$ cat src/rtl/ps2_host_tx.sv
// ps2_host_tx -- PS/2 host-to-device transmitter.
//
// Sends one command byte to the keyboard over the shared open-drain PS/2
// CLK/DAT pair. The sequence is: inhibit the clock, drive the start bit,
// release the clock, then shift out 8 data bits, odd parity and stop bit on
// the device-generated clock. Finally the device's ACK bit is sampled and
// completion or failure is reported.
//
// Ports:
//   CLK        in   system clock
//   RESET      in   synchronous active-high reset
//   TX_DAT     in   [7:0] command byte, sampled when TX_REQ is accepted
//   TX_REQ     in   transfer request, accepted only while idle
//   TX_BUSY    out  high from the cycle after acceptance until back in IDLE
//   TX_DONE    out  one-cycle pulse: byte acknowledged and bus idle
//   TX_ERR     out  one-cycle pulse: NACK or watchdog timeout
//   PS_CLK     in   raw PS/2 clock line (asynchronous)
//   PS_DAT     in   raw PS/2 data line (asynchronous)
//   PS_CLK_OE  out  1 = pull PS_CLK low, 0 = release
//   PS_DAT_OE  out  1 = pull PS_DAT low, 0 = release
//
// Build option:
//   PS2_TX_RETRY_EN  when defined, the first NACK/timeout of a transfer
//                    silently re-sends the latched byte. Only a second
//                    consecutive failure pulses TX_ERR.

module ps2_host_tx #(
  parameter int INHIBIT_CYCLES    = 5000,
  parameter int START_HOLD_CYCLES = 2,
  parameter int TIMEOUT_CYCLES    = 750000
) (
  input  logic       CLK,
  input  logic       RESET,
  input  logic [7:0] TX_DAT,
  input  logic       TX_REQ,
  output logic       TX_BUSY,
  output logic       TX_DONE,
  output logic       TX_ERR,
  input  logic       PS_CLK,
  input  logic       PS_DAT,
  output logic       PS_CLK_OE,
  output logic       PS_DAT_OE
);

  // One shared counter serves the inhibit, start-hold and watchdog phases.
  // It is therefore sized for the largest of the three limits.
  localparam int MAX_A   = (INHIBIT_CYCLES > START_HOLD_CYCLES) ? INHIBIT_CYCLES : START_HOLD_CYCLES;
  localparam int MAX_CNT = (MAX_A > TIMEOUT_CYCLES) ? MAX_A : TIMEOUT_CYCLES;
  localparam int CW      = $clog2(MAX_CNT + 1);

  localparam logic [CW-1:0] INHIBIT_LAST = CW'(INHIBIT_CYCLES - 1);
  localparam logic [CW-1:0] HOLD_LAST    = CW'(START_HOLD_CYCLES - 1);
  localparam logic [CW-1:0] TIMEOUT_LAST = CW'(TIMEOUT_CYCLES - 1);

  typedef enum logic [2:0] {
    IDLE,
    INHIBIT,
    START,
    SEND,
    ACK,
    WAIT_IDLE,
    ERR
  } state_t;

  state_t        state_q, state_d;
  logic [CW-1:0] cnt_q, cnt_d;
  logic [3:0]    bitCnt_q, bitCnt_d;
  logic [9:0]    shift_q, shift_d;
  logic          datOe_q, datOe_d;
  logic          done_q, done_d;

  logic psClkMeta_q, sPSCLK_q, sPSCLKD1_q;
  logic psDatMeta_q, sPSDAT_q;
  logic negPSCLK;
  logic wdogExpired;
  logic failNow;

`ifdef PS2_TX_RETRY_EN
  logic [7:0] byte_q, byte_d;
  logic       retry_q, retry_d;
`endif

  // Two-flop synchronizers for the raw bus lines, plus one extra clock stage
  // for falling-edge detection. They reset to the idle (pulled-up) level, so
  // leaving reset never fakes a falling edge.
  always_ff @(posedge CLK) begin
    if (RESET) begin
      psClkMeta_q <= 1'b1;
      sPSCLK_q    <= 1'b1;
      sPSCLKD1_q  <= 1'b1;
      psDatMeta_q <= 1'b1;
      sPSDAT_q    <= 1'b1;
    end else begin
      psClkMeta_q <= PS_CLK;
      sPSCLK_q    <= psClkMeta_q;
      sPSCLKD1_q  <= sPSCLK_q;
      psDatMeta_q <= PS_DAT;
      sPSDAT_q    <= psDatMeta_q;
    end
  end

  assign negPSCLK    = ~sPSCLK_q & sPSCLKD1_q;
  assign wdogExpired = (cnt_q == TIMEOUT_LAST);

  always_ff @(posedge CLK) begin
    if (RESET) begin
      state_q  <= IDLE;
      cnt_q    <= '0;
      bitCnt_q <= '0;
      shift_q  <= '0;
      datOe_q  <= 1'b0;
      done_q   <= 1'b0;
`ifdef PS2_TX_RETRY_EN
      byte_q   <= '0;
      retry_q  <= 1'b0;
`endif
    end else begin
      state_q  <= state_d;
      cnt_q    <= cnt_d;
      bitCnt_q <= bitCnt_d;
      shift_q  <= shift_d;
      datOe_q  <= datOe_d;
      done_q   <= done_d;
`ifdef PS2_TX_RETRY_EN
      byte_q   <= byte_d;
      retry_q  <= retry_d;
`endif
    end
  end

  always_comb begin
    state_d  = state_q;
    cnt_d    = cnt_q;
    bitCnt_d = bitCnt_q;
    shift_d  = shift_q;
    datOe_d  = datOe_q;
    done_d   = 1'b0;
    failNow  = 1'b0;
`ifdef PS2_TX_RETRY_EN
    byte_d   = byte_q;
    retry_d  = retry_q;
`endif

    case (state_q)
      IDLE: begin
        datOe_d = 1'b0;
        cnt_d   = '0;
`ifdef PS2_TX_RETRY_EN
        retry_d = 1'b0;
`endif
        // A request that coincides with the DONE pulse is ignored, so the
        // requester always observes a completed handshake first.
        if (TX_REQ && !done_q) begin
          shift_d = {1'b1, ~^TX_DAT, TX_DAT};
`ifdef PS2_TX_RETRY_EN
          byte_d  = TX_DAT;
`endif
          state_d = INHIBIT;
        end
      end

      INHIBIT: begin
        if (cnt_q == INHIBIT_LAST) begin
          cnt_d   = '0;
          datOe_d = 1'b1;
          state_d = START;
        end else begin
          cnt_d = cnt_q + 1'b1;
        end
      end

      START: begin
        if (cnt_q == HOLD_LAST) begin
          cnt_d    = '0;
          bitCnt_d = '0;
          state_d  = SEND;
        end else begin
          cnt_d = cnt_q + 1'b1;
        end
      end

      // The device samples on its rising edge, so the next bit is presented
      // right after each falling edge. The start bit is already on the line.
      SEND: begin
        if (negPSCLK) begin
          datOe_d  = ~shift_q[0];
          shift_d  = {1'b0, shift_q[9:1]};
          bitCnt_d = bitCnt_q + 4'd1;
          cnt_d    = '0;
          if (bitCnt_q == 4'd9) begin
            state_d = ACK;
          end
        end else if (wdogExpired) begin
          failNow = 1'b1;
        end else begin
          cnt_d = cnt_q + 1'b1;
        end
      end

      ACK: begin
        if (negPSCLK) begin
          cnt_d = '0;
          if (sPSDAT_q) begin
            failNow = 1'b1;
          end else begin
            state_d = WAIT_IDLE;
          end
        end else if (wdogExpired) begin
          failNow = 1'b1;
        end else begin
          cnt_d = cnt_q + 1'b1;
        end
      end

      WAIT_IDLE: begin
        if (sPSCLK_q && sPSDAT_q) begin
          done_d  = 1'b1;
          cnt_d   = '0;
          state_d = IDLE;
        end else if (negPSCLK) begin
          cnt_d = '0;
        end else if (wdogExpired) begin
          failNow = 1'b1;
        end else begin
          cnt_d = cnt_q + 1'b1;
        end
      end

      ERR: begin
        datOe_d = 1'b0;
        cnt_d   = '0;
        state_d = IDLE;
      end

      default: begin
        state_d = IDLE;
      end
    endcase

    // Any failure releases the data line at once. A timeout may strike
    // while a 0 bit is still being driven.
    if (failNow) begin
      cnt_d   = '0;
      datOe_d = 1'b0;
`ifdef PS2_TX_RETRY_EN
      if (!retry_q) begin
        retry_d = 1'b1;
        shift_d = {1'b1, ~^byte_q, byte_q};
        state_d = INHIBIT;
      end else begin
        state_d = ERR;
      end
`else
      state_d = ERR;
`endif
    end
  end

  assign TX_BUSY   = (state_q != IDLE);
  assign TX_DONE   = done_q;
  assign TX_ERR    = (state_q == ERR);
  assign PS_CLK_OE = (state_q == INHIBIT) || (state_q == START);
  assign PS_DAT_OE = datOe_q;

endmodule

$ cat config.mk
export PLATFORM = sky130hd
export DESIGN_NAME = ps2_host_tx
export DESIGN_NICKNAME = d
export VERILOG_FILES = /design/src/rtl/ps2_host_tx.sv
export SDC_FILE = /design/constraint.sdc
export NUM_CORES = 1
export LEC_CHECK = 0
export BUFFER_PORTS_ARGS = -buffer_cell sky130_fd_sc_hd__buf_2
export CORE_ASPECT_RATIO = 1.2
export CORE_MARGIN = 5
export CORE_UTILIZATION = 60
export DETAILED_ROUTE_END_ITERATION = 8
export GPL_ROUTABILITY_DRIVEN = 0
export PLACE_DENSITY = 0.8
export RECOVER_POWER = 25
export SLEW_MARGIN = 0
export SYNTH_ARGS = -nofsm -noshare
export SYNTH_HDL_FRONTEND = slang
export SYNTH_SLANG_ARGS = --single-unit
export TNS_END_PERCENT = 1
$ cat constraint.sdc
create_clock -name CLK -period 2.7 [get_ports CLK]
set_input_delay 0.54 -clock CLK [delete_from_list [all_inputs] [get_ports CLK]]
set_output_delay 0.54 -clock CLK [all_outputs]
set_load 0.02 [all_outputs]
# --- Word level (Yosys, flattened, before mapping) ---
# Index checks and enable logic that the tools add are counted.
word_totals:
  wordCells: 96
  input_bits: 13
  output_inout_bits: 5
  reg_bits: 44
classes:
  add_sub_neg: 2
  n_bitwise: 4
  mux: 32
  n_eq_ne: 26
  reduce_logical: 20
ops:
  columns: ["op", "n"]
  rows:
  - ["20-bit two-way mux", 5]
  - ["20-bit case mux with 5 select lines", 1]
  - ["3-bit two-way mux", 9]
  - ["3-bit inequality test (second input constant)", 8]
  - ["20-bit by 1-bit adder with 20-bit output (second input constant)", 1]
  - ["20-bit by 1-bit equality test with 1-bit output (second input constant)", 1]
  - ["20-bit by 13-bit equality test with 1-bit output (second input constant)", 1]
  - ["20-bit equality test (second input constant)", 1]
  - ["10-bit two-way mux", 2]
  - ["10-bit case mux with 2 select lines", 1]
  - ["3-bit case mux with 6 select lines", 1]
  - ["2-bit inequality test (second input constant)", 8]
  - ["8-bit AND reduction", 2]
  - ["3-bit equality test (second input constant)", 3]
  - ["3-bit AND reduction", 3]
  - ["1-bit two-way mux", 8]
  - ["4-bit two-way mux", 2]
  - ["4-bit case mux with 2 select lines", 1]
  - ["2-bit OR reduction", 4]
  - ["8-bit XNOR reduction", 1]
  - ["3-bit by 2-bit equality test with 1-bit output (second input constant)", 2]
  - ["1-bit case mux with 3 select lines", 2]
  - ["3-bit nonzero test", 2]
  - ["5-bit nonzero test", 1]
  - ["other kinds (10)", 14]

# --- Logic depth before layout (Yosys ltp) ---
# Gate-level depths: netlist of the first run.
logic_depth:
  word_depth: 7
  depth_mapped: 9

# --- Worst setup path after synthesis of the first run ---
# OpenSTA, ideal clock, no wires.
synth_timing:
  path_type: "register to register"
  startpoint: "register cnt_q[6]"
  endpoint: "register cnt_q[7]"
  setup_time_ns: 0.120
  path_slack_ns: 0.790
  stages_incl_launch_ff: 7
  arrival_time_ns: 1.790
  required_ns: 2.580
  cell_sequence: "dfxtp_1 or3_4 nand2b_4 o31a_1 nor3_4 nor4_1 a211o_1"
synth_between:
  elab_chain_cells: 6
  word_cells_on_any_way: 16
  classes_between: "add/sub (1); eq/ne (3); mux (11); reduce/logical (1)"
synth_lines:
  columns: ["element", "line", "text"]
  rows:
  - ["start, declared", "66", "logic [CW-1:0] cnt_q, cnt_d;"]
  - ["start signal, assigned", "119", "cnt_q <= cnt_d;"]
  - ["branches (longest 6 deep; another with 20-bit by 1-bit adder with 20-bit output)", null, null]
# Several ways; the timed one is not identified.
# A chain may end at the register's enable or synchronous reset.

# --- Worst setup path in the final report of the first run ---
layout_timing:
  startpoint: "register cnt_q[0]"
  endpoint: "register cnt_q[7]"
# Same word-level chain as after synthesis.

==> results.tsv, run 1 <==
metric	value	unit
status	completed	
Tcrit/Tclk final	85.8	%
Detail Route Antenna Nets	0	
Gate power share	40.1	%
final core utilization	66.6	%
Via Count	2452	
Iteration-0 DRC Markers	217	
area leader, netlist	dfxtp_1	
internal power	1.26	mW
largest net degree at the start of global routing	23	
IO Count	18	
Clock power frac	20.3	%
Synth top area share	33.4	%
worst vdd ir	532	µV
predominant post-synthesis flop cell	dfxtp_1	
Core Region	4260	µm²
Synth Instances	325	
largest cells by area after synthesis	dfxtp_1 33%, nand2_1 5.8%, a21oi_1 5.1%	
yosys synthesis warning count	0	
clock root buffer master	clkbuf_8	
critical path's top delay family	compound AO/OA/AOI/OAI gates	
vias in the first global route	2422	
Seq cells post-synth	44	
CP Data Required Time	2900	ps
Chip Height	82.6	µm
post-synthesis cell type count	67	
reg-to-reg slack, setup	380	ps
WP buf/inv	0	
critical path's slowest cell	dfxtp_1	
Place WS	436	ps
commonest non-fill, non-tap cell in the layout	dfxtp_1	
switch share	39.9	%
initial antenna violation count	0	
gr usage total	22.3	%
post_cts resized	0	
Avg Cell Area, Syn	8.11	µm²
fraction of layout cells with a size suffix above 1	17.0	%
DPL Wire Length	4.64	mm
Post-synth EDFFs	0	
die width	70.5	µm
CTS clk-pin slew, worst paths	90	ps
CP endpoint kind	flop	
num rows	26	
maximum clock frequency	0.432	GHz
critical path class	reg2reg	
DR WL/cell	15.4	µm
total gr overflow	0	
drt via density	6.18	
hold buffers post-CTS	0	
CTS Buffer Depth	2	
Tmin final	2320	ps
register area share after synthesis	33.4	%
Hold Crit Class	reg2reg	
post-synth net total	342	
# diodes	0	
TritonCTS Buffers	5	
max-slew violations	0	
CP max stage delay	440	ps
WL final	6.13	mm
Slew HR	44.9	%
Setup violations, final	0	
Seq pwr share	39.6	%
CTS tree	built	
crit path DAT	2510	ps
unrepaired setup endpoints after global routing	false	
post-CTS setup buffer count	0	
Detailed Routing Iterations Pass 1	4	
Initial Util	61.9	%
P&R area growth vs syn	7.64	%
Worst-Skew Late Latency	300	ps
Worst Tran Pin Value	827	ps
global-route wire length before repair	10.5	mm
Hold Fails Final Rpt	0	
DRC Markers	0	
ys async rst share	0	%
clock skew	8.72	ps
# H-tree levels	2	
Final TNS setup	0	ps
most frequent cells in the layout	44 x dfxtp_1, 41 x nand2_1, 31 x nor2_1	
cell area after synthesis	2640	µm²
CP Launch Type	flop	
critical path, cell by cell	ha_1 -> nand3_1 -> nor4_4 -> a21oi_1 -> o21ai_2 -> nor2_1 -> a211o_1	
Max FO, Critical Path	11	
Sink Count	44	
Power Density	740	nW/µm²
Die ar.	5820	µm²
net switching power	838	µW
port buffer count	17	
max-cap violation count	0	
Leak	1.00	nW
nets@finish	357	
worst setup margin	383	ps
metal layers:
layer	wire length, µm	global-route usage (%)	vias up
met5	0	0	-
met4	180	11.3	0
met3	285	4.96	23
met2	3120	42.2	73
met1	2540	23.1	1147
li1	-	-	1209
metrics by stage:
step                hold slack (ps)  instances  instance area (µm²)  total power, mW
floorplan                       389        325                 2640             1.49
global placement                392        389                 2750             1.68
detailed placement              400        389                 2750             1.69
CTS                             421        397                 2850             2.11
global route                    422        397                 2840             2.24
finish                          417        397                 2840             2.10
power groups by stage:
stage / Clock, mW / Combinational (mW) / Sequential, mW
after floorplan: 0 / 0.701 / 0.790
after global placement: 0 / 0.832 / 0.845
after detailed placement: 0 / 0.842 / 0.847
after CTS: 0.434 / 0.846 / 0.832
after global routing: 0.469 / 0.922 / 0.845
final: 0.425 / 0.842 / 0.832
path summary, 6_finish.rpt:
| check | depth (start not counted) | endpoint | start |
|---|---|---|---|
| max | 7 | cnt_q[7]$_SDFFE_PP0P_ | cnt_q[0]$_SDFFE_PP0P_ |
| min | 1 | sPSDAT_q$_SDFF_PP1_ | psDatMeta_q$_SDFF_PP1_ |
| max reg2reg | 7 | cnt_q[7]$_SDFFE_PP0P_ | cnt_q[0]$_SDFFE_PP0P_ |
| min reg2reg | 1 | sPSDAT_q$_SDFF_PP1_ | psDatMeta_q$_SDFF_PP1_ |
registers in the layout, summed over array words and instances (netlist names):
name,flops
sPSDAT_q,1
sPSCLK_q,1
psDatMeta_q,1
bitCnt_q,4
cnt_q,20
state_q,3
psClkMeta_q,1
PS_DAT_OE,1
shift_q,10
sPSCLKD1_q,1
TX_DONE,1
kinds of logic (layout without fill, tap and decap cells):
| group | after synthesis | count (layout) | synth area share (%) |
|---|---|---|---|
| AO/OA/AOI/OAI | 77 | 77 | 20.6 |
| XOR/XNOR | 11 | 11 | 3.65 |
| adder cells (fa/ha/maj) | 4 | 4 | 1.90 |
| buffers and inverters | 20 | 36 | 3.70 |
| flip-flops | 44 | 44 | 33.4 |
| multiplexers | 2 | 2 | 0.759 |
| AND/OR/NAND/NOR | 167 | 167 | 36.0 |
cell usage after synthesis, types with 6 or more instances:
cell,count
dfxtp_1,44
nand2_1,41
nor2_1,31
a21oi_1,27
nand3_1,17
nor3_1,11
a311oi_1,8
xnor2_1,8
clkbuf_1,7
nand2b_1,7
o21ai_0,7
o211ai_1,6
or2_2,6
worst register-to-register path: cells and delay by family (launching register included):
| kind | cells | cell delay (ps) |
|---|---|---|
| DFF | 1 | 440 |
| AOI/OAI and AO/OA | 3 | 900 |
| and+or+nand+nor | 3 | 670 |
| adders and majority gates | 1 | 220 |
cell type report:
class                      instances  area (µm²)
multi-input combinational        261        1650
fill                             369        1420
sequential                        44         881
timing repair buffer              22         119
clock buffer                       6        82.6
tap                               56        70.1
inverter                           6        22.5
clock inverter                     2        10.0
Power figures use the tool's default switching activity.
==> run 2: changes to the inputs <==
--- a/config.mk
+++ b/config.mk
@@ -11,7 +11,7 @@
 export CORE_UTILIZATION = 60
 export DETAILED_ROUTE_END_ITERATION = 8
 export GPL_ROUTABILITY_DRIVEN = 0
-export PLACE_DENSITY = 0.8
+export PLACE_DENSITY = 0.79
 export RECOVER_POWER = 25
 export SLEW_MARGIN = 0
 export SYNTH_ARGS = -nofsm -noshare
==> run 2 against run 1 <==
Global-route usage is 1.0 points higher; flip-flop and latch count stayed put; critical path depth is 1 lower; die area stayed put; clock skew is 0.67 ps higher; first-iteration DRC count is 3.7% higher; setup slack worse by 8.6 ps; critical path type unchanged; highest routed layer unchanged.
==> results.tsv, run 2 (synthesis gave the netlist of run 1 again) <==
metric	value	unit
DPL Wire Length	4.75	mm
commonest non-fill, non-tap cell in the layout	dfxtp_1	
Detailed Routing Iterations Pass 1	4	
Power Density	727	nW/µm²
# diodes	0	
clock skew	9.39	ps
Hold Fails Final Rpt	0	
maximum clock frequency	0.430	GHz
max-cap violation count	0	
storage element area	881	µm²
GR peak layer	met2	
vias in the first global route	2425	
critical path class	reg2reg	
CTS tree	built	
nets@finish	358	
status	completed	
post-CTS setup buffer count	0	
DRC Markers	0	
Chip Height	82.6	µm
IO Count	18	
CP max stage delay	610	ps
die width	70.5	µm
CP Data Required Time	2880	ps
num rows	26	
Tcrit/Tclk final	86.1	%
DR WL/cell	15.6	µm
worst hold path depth	1	
initial antenna violation count	0	
TritonCTS Buffers	5	
Iteration-0 DRC Markers	225	
fraction of layout cells with a size suffix above 1	16.7	%
routing usage on met3	4.00	%
Tmin final	2330	ps
Multi-input gate area	1660	µm²
Sink Count	44	
unrepaired setup endpoints after global routing	false	
worst vdd ir	455	µV
R2R cell count	6	
critical path, cell by cell	clkinv_1 -> o211ai_1 -> nand3b_1 -> nand2_2 -> o311ai_1 -> a21oi_1	
met2 Use GR	43.3	%
Slew HR	41.7	%
Place WS	393	ps
CTS Buffer Depth	2	
Layout Cells excl Fill	397	
Most flops, register	cnt_q	
CP endpoint kind	flop	
Core Region	4260	µm²
gr usage total	23.3	%
Max FO, Critical Path	15	
Initial Util	61.9	%
worst setup margin	374	ps
WL final	6.19	mm
Via Count	2408	
Hold Crit Class	reg2reg	
placed insts	390	
Die ar.	5820	µm²
total gr overflow	0	
Detail Route Antenna Nets	0	
Leak	0.998	nW
Worst-Skew Late Latency	300	ps
most frequent cells in the layout	44 x dfxtp_1, 41 x nand2_1, 31 x nor2_1	
# H-tree levels	2	
CTS clk-pin slew, worst paths	90	ps
hold buffers post-CTS	0	
Largest regs	cnt_q: 20 flops, shift_q: 10 flops, bitCnt_q: 4 flops	
max-slew violations	0	
global-route wire length before repair	10.9	mm
P&R area growth vs syn	7.55	%
max reg flops	20	
post_cts resized	0	
critical path's slowest cell	dfxtp_1	
Final TNS setup	0	ps
clock root buffer master	clkbuf_8	
drt via density	6.07	
Setup violations, final	0	
crit path DAT	2500	ps
met1 usage	25.8	%
largest net degree at the start of global routing	23	
Worst Tran Pin Value	875	ps
port buffer count	17	
CP Launch Type	flop	
filler instances	368	
-- run 2: worst paths after layout --
check / startpoint / end / slack [ps]
max: state_q[2]$_SDFFE_PP0P_ / cnt_q[12]$_SDFFE_PP0P_ / 370
min: psClkMeta_q$_SDFF_PP1_ / sPSCLK_q$_SDFF_PP1_ / 410
max reg2reg: state_q[2]$_SDFFE_PP0P_ / cnt_q[12]$_SDFFE_PP0P_ / 370
min reg2reg: psClkMeta_q$_SDFF_PP1_ / sPSCLK_q$_SDFF_PP1_ / 410
-- run 2: per-layer routing --
layer  share of wire [%]  vias to the layer above
met4                 3.1                        0
met2                  51                       69
met1                  42                     1113
met3                 4.0                       17
met5                   0                        -
li1                    -                     1209
-- run 2: cell type report --
cell class | count | area share [%]
Clock buffer | 6 | 2.56
Clock inverter | 1 | 0.177
Inverter | 6 | 0.794
Multi-Input combinational cell | 261 | 58.5
Sequential cell | 44 | 31.1
Tap cell | 56 | 2.47
Timing Repair Buffer | 23 | 4.46
-- run 2: through the flow --
step / area, µm² / total power [mW] / util (%) / hold slack, ps
global placement: 2760 / 1.67 / 64.8 / 391
floorplan: 2640 / 1.49 / - / 389
finish: 2840 / 2.06 / 66.5 / 414
CTS: 2840 / 2.07 / 66.6 / 420
global route: 2840 / 2.22 / 66.5 / 427
detailed placement: 2760 / 1.68 / 64.8 / 402
-- run 2: worst max-delay path, delay by kind of cell (launching register included) --
| kind | cells | cell delay, ps |
|---|---|---|
| and+or+nand+nor | 2 | 440 |
| buffers and inverters | 1 | 360 |
| DFF | 1 | 610 |
| AOI/OAI and AO/OA | 3 | 800 |
-- run 2: where the power goes --
part	internal [mW]	switching (mW)
logic	0.334	0.499
clock network	0.176	0.217
registers	0.730	0.105
